<file path="src/rtl/seq_detect_if.sv">
// Handshake, configuration and status bundle for the serial pattern detector session controller.
interface seq_detect_if #(
    parameter int PMAX = 8,
    parameter int CW   = 8,
    parameter int TW   = 16
);
    logic            start;
    logic            abort;
    logic [PMAX-1:0] cfg_pattern;
    logic [3:0]      cfg_len;
    logic [CW-1:0]   cfg_count;
    logic [TW-1:0]   cfg_timeout;
    logic            w;
    logic            busy;
    logic            z;
    logic            done;
    logic            timeout_flag;
    logic            err;
    logic [CW-1:0]   hit_count;

    modport master (
        output start, abort, cfg_pattern, cfg_len, cfg_count, cfg_timeout, w,
        input  busy, z, done, timeout_flag, err, hit_count
    );
    modport slave (
        input  start, abort, cfg_pattern, cfg_len, cfg_count, cfg_timeout, w,
        output busy, z, done, timeout_flag, err, hit_count
    );
endinterface

</file>
<file path="src/rtl/seq_detect_ctrl.sv">
// Armed, bounded detection session around a programmable overlapping serial pattern matcher.
module seq_detect_ctrl #(
    parameter int PMAX = 8,
    parameter int CW   = 8,
    parameter int TW   = 16
) (
    input logic        clock,
    input logic        reset,
    seq_detect_if.slave bus
);
    typedef enum logic [1:0] {IDLE, ARM, SEARCH, DONE} state_t;

    localparam logic [CW-1:0] HMAX = '1;

    state_t          state, state_n;
    logic [PMAX-1:0] pat_q, pat_n, hist, hist_n, mask;
    logic [3:0]      len_q, len_n, fill, fill_n;
    logic [CW-1:0]   cnt_q, cnt_n, hits, hits_n;
    logic [TW-1:0]   tmo_q, tmo_n, timer, timer_n;
    logic            z_q, z_n, tof_q, tof_n, err_q, err_n, match;

    always_comb begin
        mask = '0;
        for (int i = 0; i < PMAX; i++) mask[i] = (i < int'(len_q));
    end

    always_comb begin
        state_n = state;
        pat_n   = pat_q;
        len_n   = len_q;
        cnt_n   = cnt_q;
        tmo_n   = tmo_q;
        hist_n  = hist;
        fill_n  = fill;
        timer_n = timer;
        hits_n  = hits;
        tof_n   = tof_q;
        err_n   = err_q;
        z_n     = 1'b0;
        match   = 1'b0;
        case (state)
            IDLE: if (bus.start) begin
                pat_n  = bus.cfg_pattern;
                len_n  = bus.cfg_len;
                cnt_n  = bus.cfg_count;
                tmo_n  = bus.cfg_timeout;
                tof_n  = 1'b0;
                err_n  = 1'b0;
                hits_n = '0;
                if (bus.cfg_len == 4'd0 || int'(bus.cfg_len) > PMAX ||
                    (bus.cfg_count == '0 && bus.cfg_timeout == '0)) begin
                    err_n   = 1'b1;
                    state_n = DONE;
                end else begin
                    state_n = ARM;
                end
            end
            ARM: begin
                hist_n  = '0;
                fill_n  = '0;
                timer_n = '0;
                state_n = SEARCH;
            end
            SEARCH: begin
                hist_n  = (hist << 1) | PMAX'(bus.w);
                fill_n  = (fill == len_q) ? fill : fill + 4'd1;
                timer_n = timer + TW'(1);
                // fill counts bits seen before this one; the new bit completes the window
                match   = ({1'b0, fill} + 5'd1 >= {1'b0, len_q}) &&
                          ((hist_n & mask) == (pat_q & mask));
                if (match) begin
                    z_n = 1'b1;
                    if (hits != HMAX) hits_n = hits + CW'(1);
                end
                if (match && cnt_q != '0 && hits_n == cnt_q) begin
                    state_n = DONE;
                end else if (tmo_q != '0 && timer_n == tmo_q) begin
                    tof_n   = 1'b1;
                    state_n = DONE;
                end
            end
            DONE:    state_n = IDLE;
            default: state_n = IDLE;
        endcase
        // abort freezes status as it stood and drops any hit pulse in flight
        if (bus.abort) begin
            state_n = IDLE;
            z_n     = 1'b0;
            hits_n  = hits;
            tof_n   = tof_q;
            err_n   = err_q;
        end
    end

    always_ff @(posedge clock or negedge reset) begin
        if (!reset) begin
            state <= IDLE;
            pat_q <= '0;
            len_q <= '0;
            cnt_q <= '0;
            tmo_q <= '0;
            hist  <= '0;
            fill  <= '0;
            timer <= '0;
            hits  <= '0;
            tof_q <= 1'b0;
            err_q <= 1'b0;
            z_q   <= 1'b0;
        end else begin
            state <= state_n;
            pat_q <= pat_n;
            len_q <= len_n;
            cnt_q <= cnt_n;
            tmo_q <= tmo_n;
            hist  <= hist_n;
            fill  <= fill_n;
            timer <= timer_n;
            hits  <= hits_n;
            tof_q <= tof_n;
            err_q <= err_n;
            z_q   <= z_n;
        end
    end

    assign bus.busy         = (state == ARM) || (state == SEARCH);
    assign bus.done         = (state == DONE);
    assign bus.z            = z_q;
    assign bus.timeout_flag = tof_q;
    assign bus.err          = err_q;
    assign bus.hit_count    = hits;
endmodule

</file>
<file path="src/flat_wrapper.sv">
// flat-port wrapper written by rule: the top's interface ports become plain ports
module seq_detect_ctrl_flat 
#(
    parameter int PMAX = 8,
    parameter int CW   = 8,
    parameter int TW   = 16
)
  (clock, reset, bus_start, bus_abort, bus_cfg_pattern, bus_cfg_len, bus_cfg_count, bus_cfg_timeout, bus_w, bus_busy, bus_z, bus_done, bus_timeout_flag, bus_err, bus_hit_count);
  seq_detect_if #(.PMAX(PMAX), .CW(CW), .TW(TW)) bus_i ();
  input logic clock;
  input logic reset;
  input wire logic [$bits(bus_i.start)-1:0] bus_start;
  input wire logic [$bits(bus_i.abort)-1:0] bus_abort;
  input wire logic [$bits(bus_i.cfg_pattern)-1:0] bus_cfg_pattern;
  input wire logic [$bits(bus_i.cfg_len)-1:0] bus_cfg_len;
  input wire logic [$bits(bus_i.cfg_count)-1:0] bus_cfg_count;
  input wire logic [$bits(bus_i.cfg_timeout)-1:0] bus_cfg_timeout;
  input wire logic [$bits(bus_i.w)-1:0] bus_w;
  output wire logic [$bits(bus_i.busy)-1:0] bus_busy;
  output wire logic [$bits(bus_i.z)-1:0] bus_z;
  output wire logic [$bits(bus_i.done)-1:0] bus_done;
  output wire logic [$bits(bus_i.timeout_flag)-1:0] bus_timeout_flag;
  output wire logic [$bits(bus_i.err)-1:0] bus_err;
  output wire logic [$bits(bus_i.hit_count)-1:0] bus_hit_count;
  assign bus_i.start = bus_start;
  assign bus_i.abort = bus_abort;
  assign bus_i.cfg_pattern = bus_cfg_pattern;
  assign bus_i.cfg_len = bus_cfg_len;
  assign bus_i.cfg_count = bus_cfg_count;
  assign bus_i.cfg_timeout = bus_cfg_timeout;
  assign bus_i.w = bus_w;
  assign bus_busy = bus_i.busy;
  assign bus_z = bus_i.z;
  assign bus_done = bus_i.done;
  assign bus_timeout_flag = bus_i.timeout_flag;
  assign bus_err = bus_i.err;
  assign bus_hit_count = bus_i.hit_count;
  seq_detect_ctrl #(.PMAX(PMAX), .CW(CW), .TW(TW)) u_core (.clock(clock), .reset(reset), .bus(bus_i));
endmodule
</file>
<file path="config.mk">
export PLATFORM = sky130hd
export DESIGN_NAME = seq_detect_ctrl_flat
export DESIGN_NICKNAME = d
export VERILOG_FILES = /design/src/rtl/seq_detect_if.sv /design/src/rtl/seq_detect_ctrl.sv /design/src/flat_wrapper.sv
export SDC_FILE = /design/constraint.sdc
export NUM_CORES = 1
export LEC_CHECK = 0
export BUFFER_PORTS_ARGS = -buffer_cell sky130_fd_sc_hd__buf_2
export CORE_MARGIN = 2
export CORE_UTILIZATION = 25
export CTS_CLUSTER_DIAMETER = 60
export DETAILED_ROUTE_END_ITERATION = 12
export GPL_TIMING_DRIVEN = 0
export PLACE_DENSITY_LB_ADDON = 0.15
export SYNTH_ARGS = -nofsm -noshare
export SYNTH_HDL_FRONTEND = slang
export SYNTH_SLANG_ARGS = --single-unit
</file>
<file path="constraint.sdc">
create_clock -name clock -period 3.55 [get_ports clock]
set_clock_uncertainty 0.15 [all_clocks]
set_input_delay 0.5325 -clock clock [delete_from_list [all_inputs] [get_ports clock]]
set_output_delay 0.5325 -clock clock [all_outputs]
set_load 0.01 [all_outputs]
</file>
==> results <==
- The detailed route wirelength on metal2 is 6240 um.
- The total placed instance area is 0.005305 mm^2.
- The number of global-route vias before repair is 4,045.
- The run finished, with violations left.
- The TritonCTS clock tree is yes.
- VDD sags by at most 314.1 uV.
- Once routing completed, OpenROAD measured the worst setup slack at 0.1783 ns.
- The final weighted congestion in routability-driven placement is 0.8212.
- The placeable core region is 0.01864 mm^2.
- The count of nets left with antenna violations once routing finished came out at 0.
- Summed over all layers, the routed wires come to 13,300 um.
- The worst-skew pair later-pin latency is 0.35 ns.
- The count of final hold-check violations is 1.
- The overall die height is 141.5 um.
- The signed area change from the synthesized netlist to the final layout is 21.16%.
- The die covers 0.02001 mm^2.
- A synthesized cell averages 9.545 um^2.
- The kind of critical path is reg -> reg.
- The signal on the critical path passes through ha_4 > xor2_2 > ha_1 > o21ai_0 > o21a_2 > or3_1 > buf_4 > or4_4 > a2111oi_4 > a211o_1 > o2111ai_1.
- The synthesized design contains 76 register bits.
- Setup repair after global routing left no endpoint under its margin.
- The max-slew violation total from the final report is 0.
- The final reports fail on hold timing.
- The Yosys step of the flow raised 0 warnings.
- The data arrival at the endpoint of the critical path is 3.43 ns.
- The per-cell via count in the routed design is 4.977.
- The final standard cell count with taps included and fillers excluded is 798.
- In the finished design, the share of the clock period the worst path needs comes to 0.9498.
- The number of port buffers is 53.
- The violation count after the first detailed-routing iteration is 159.
- The count of different cell masters after synthesis is 59.
- The initial utilization of the core area, before any placement, comes to 0.2534.
- The wire length on met3 is 540 um.
- The most used flip-flop cell after synthesis is sky130_fd_sc_hd__dfrtp_1.
- The post-detailed-route DRC marker count is 0.
- The leakage power is 2.260 nW.
- Of the cells placed in the final design, the portion with a size suffix greater than 1 is 0.2535.
- On the final layout, the worst hold slack is -0.001723 ns.
- The first detailed-routing pass ran for 6 iterations.
- The post-layout utilization of the core is 0.3070.
- The power density of the placed cells is 705.9 mW/mm^2.
- The delay of the slowest critical-path stage is 0.51 ns.
- Summing all multi-input logic gate instances after layout gives 0.002684 mm^2.
- The post-synthesis cell area is 0.004725 mm^2.
- The number of nets in the layout is 611.
- Among all stages on the critical path, the largest delay is contributed by sky130_fd_sc_hd__or4_4.
- The final setup violation count is 0.
- The filler cells instantiated in the layout total 1,994.
- The worst pin sits at a relative slew slack of 0.3360.
- The initial antenna violation count is 0.
- The nature of the critical path startpoint is a flop.
- The total routed wire length on the met1 layer is 6329 um.
- The buffer cell driving the clock tree root is sky130_fd_sc_hd__clkbuf_16.
- The number of enable-type register cells in the synthesized netlist is 0.
- The worst hold path belongs to the class in -> async.
- The maximum root-to-sink buffer count is 2.
- The post-synthesis sequential area ratio is 0.4025.
- For this run, asynchronously set or reset flops after synthesis account for 1.000.
- Buffers inserted during clock tree synthesis total 9.
- The tool flagged a number of max-cap violations equal to 0.
- The worst path needs 3.372 ns of the cycle, external delays included.
- The I/O pin count is 54.
- The wire-length estimate of the detail-placed layout is 10,160 um.
- The count of standard-cell rows is 50.
- Grouping stages by cell kind, the critical path spends the most delay in compound AO/OA/AOI/OAI gates.
- For this run, the total global-route usage over all layers was measured as 0.1394.
- The number of nets produced by synthesis is 547.
- The repair_antennas step left the layout with diodes totalling 0.
- STA puts the critical path data required time at 3.61 ns.
- The total of hold buffers inserted after clock tree synthesis is 0.
- In this run the horizontal extent of the chip is 141.5 um.
- In the final timing run, aggregate negative setup slack is 0 ns.
- The level count of the clock H-tree is 3.
- The number of buffer and inverter instances along the worst setup path is 1.
- The design draws 4.041 mW.
- Entering global routing, the biggest net connects 41 pins.
- The final route contains 3,972 vias.
- The finished cells cover 0.005724 mm^2.
- The final global-route overflow total is 0.
- The type of destination of the critical path is a flop.
- The first global-routing pass estimated 21,820 um of wire.
- The maximum frequency from static timing analysis is 296.6 MHz.
- The slew at the pin closest to its max-slew limit is 0.9832 ns.
- Summing all flip-flop and latch instances after layout gives 0.001906 mm^2.
- After detailed routing, no signal wire sits above met4.
- The clock-pin slew reported for the worst setup and hold paths after clock tree synthesis is 0.07 ns.
- The gate count after technology mapping is 495.
- The largest driver fanout on the critical path is 7.
- The number of placed instances, taps included is 783.
- The worst slack after detailed placement is -0.1864 ns.
- For this design, the sink count on the clock tree is 76.
- After detailed routing, the average wire length per cell comes to 16.67 um.
## flip-flops by register name, summed over array words and instances, names as in the netlist
register,cells
u_core.state,2
u_core.timer,16
u_core.bus.err,1
u_core.bus.timeout_flag,1
u_core.len_q,4
u_core.tmo_q,16
u_core.bus.hit_count,8
u_core.bus.z,1
u_core.fill,4
u_core.hist,7
u_core.pat_q,8
u_core.cnt_q,8
## where the power goes
part / switching (mW) / internal, mW / total [mW]
logic: 0.813 / 0.723 / 1.54
registers: 0.316 / 1.12 / 1.43
clock network: 0.388 / 0.684 / 1.07
total: 1.52 / 2.52 / 4.04
## layout by cell type (no fill, tap or decap), drive strengths merged, types with 3 or more instances in the layout
| cell type | instances |
|---|---|
| a211oi | 3 |
| a21o | 4 |
| a21oi | 25 |
| a31oi | 6 |
| and3 | 6 |
| buf | 62 |
| bufinv | 3 |
| clkbuf | 21 |
| dfrtp | 76 |
| ha | 11 |
| inv | 31 |
| mux2 | 40 |
| mux2i | 8 |
| nand2 | 34 |
| nand2b | 10 |
| nand3 | 21 |
| nand3b | 5 |
| nand4 | 8 |
| nor2 | 27 |
| nor3 | 8 |
| nor3b | 4 |
| nor4 | 21 |
| o2111ai | 3 |
| o21a | 5 |
| o21ai | 24 |
| o22ai | 17 |
| o31ai | 3 |
| o41ai | 3 |
| xnor2 | 22 |
| xor2 | 18 |
## area by class of cell
class / count / area share
timing repair buffer: 55 / 0.05158
multi-input combinational: 367 / 0.4689
buffer: 19 / 0.01574
tap: 234 / 0.05115
clock buffer: 9 / 0.03934
inverter: 31 / 0.02033
sequential: 76 / 0.3329
clock inverter: 7 / 0.02011
## final timing paths
path                                     from               to  slack (ns)  depth (start not counted)
max in group asynchronous               reset   u_core.fill[1]        2.64                          2
max                            u_core.fill[0]  u_core.state[1]        0.18                         11
min in group clock         bus_cfg_pattern[5]  u_core.pat_q[5]        0.27                          2
max reg2reg                    u_core.fill[0]  u_core.state[1]        0.18                         11
min                                     reset  u_core.cnt_q[1]      -0.002                          1
min reg2reg                    u_core.bus.err   u_core.bus.err        0.38                          1
## repair_timing
| action | CTS | global route |
|---|---|---|
| gates resized for setup | 1 | 17 |
| setup buffers | 0 | 1 |
| setup endpoints to repair | 3 | 3 |
| endpoints found under the hold margin | 0 | 0 |
| pin swaps | 1 | 6 |
## layer usage
layer | track usage | vias up
li1 | - | 1929
met1 | 0.1836 | 1945
met2 | 0.2289 | 83
met3 | 0.03307 | 15
met4 | 0.03947 | 0
met5 | 0 | -
## logic make-up (layout without fill, tap and decap cells)
logic type | count (synthesis) | count (layout) | share of synthesized area
muxes | 48 | 48 | 0.1123
DFF | 76 | 76 | 0.4025
and+or+nand+nor | 158 | 158 | 0.1838
adders and majority gates | 11 | 11 | 0.02913
buffers and inverters | 52 | 121 | 0.04475
AOI/OAI and AO/OA | 110 | 110 | 0.1533
xor gates and xnor gates | 40 | 40 | 0.07415
## synthesized netlist by cell type (all sizes together), types with 2 or more instances
master | number | area share
o221ai | 2 | 0.0037
o21a | 5 | 0.0079
a211o | 2 | 0.0037
xnor2 | 22 | 0.041
o2111ai | 3 | 0.0056
a21oi | 25 | 0.026
and4 | 2 | 0.0037
o41ai | 3 | 0.0056
ha | 11 | 0.029
mux2i | 8 | 0.017
a22oi | 2 | 0.0032
nor3b | 4 | 0.0064
mux2 | 40 | 0.095
inv | 31 | 0.025
a2bb2oi | 2 | 0.0037
nand2 | 34 | 0.028
xor2 | 18 | 0.033
or2 | 2 | 0.0026
nor3 | 8 | 0.0085
nor4 | 21 | 0.030
or4 | 2 | 0.0040
a21o | 4 | 0.0069
nand3b | 5 | 0.0079
o22ai | 17 | 0.023
nor2 | 27 | 0.023
nand4 | 8 | 0.011
and3 | 6 | 0.0082
o31ai | 3 | 0.0048
nand2b | 10 | 0.013
nand3 | 21 | 0.022
buf | 7 | 0.0090
a31oi | 6 | 0.0079
dfrtp | 76 | 0.40
or3 | 2 | 0.0026
clkbuf | 14 | 0.011
o21ai | 24 | 0.025
a211oi | 3 | 0.0048
nor2b | 2 | 0.0026
(Power assumes the default switching activity.)
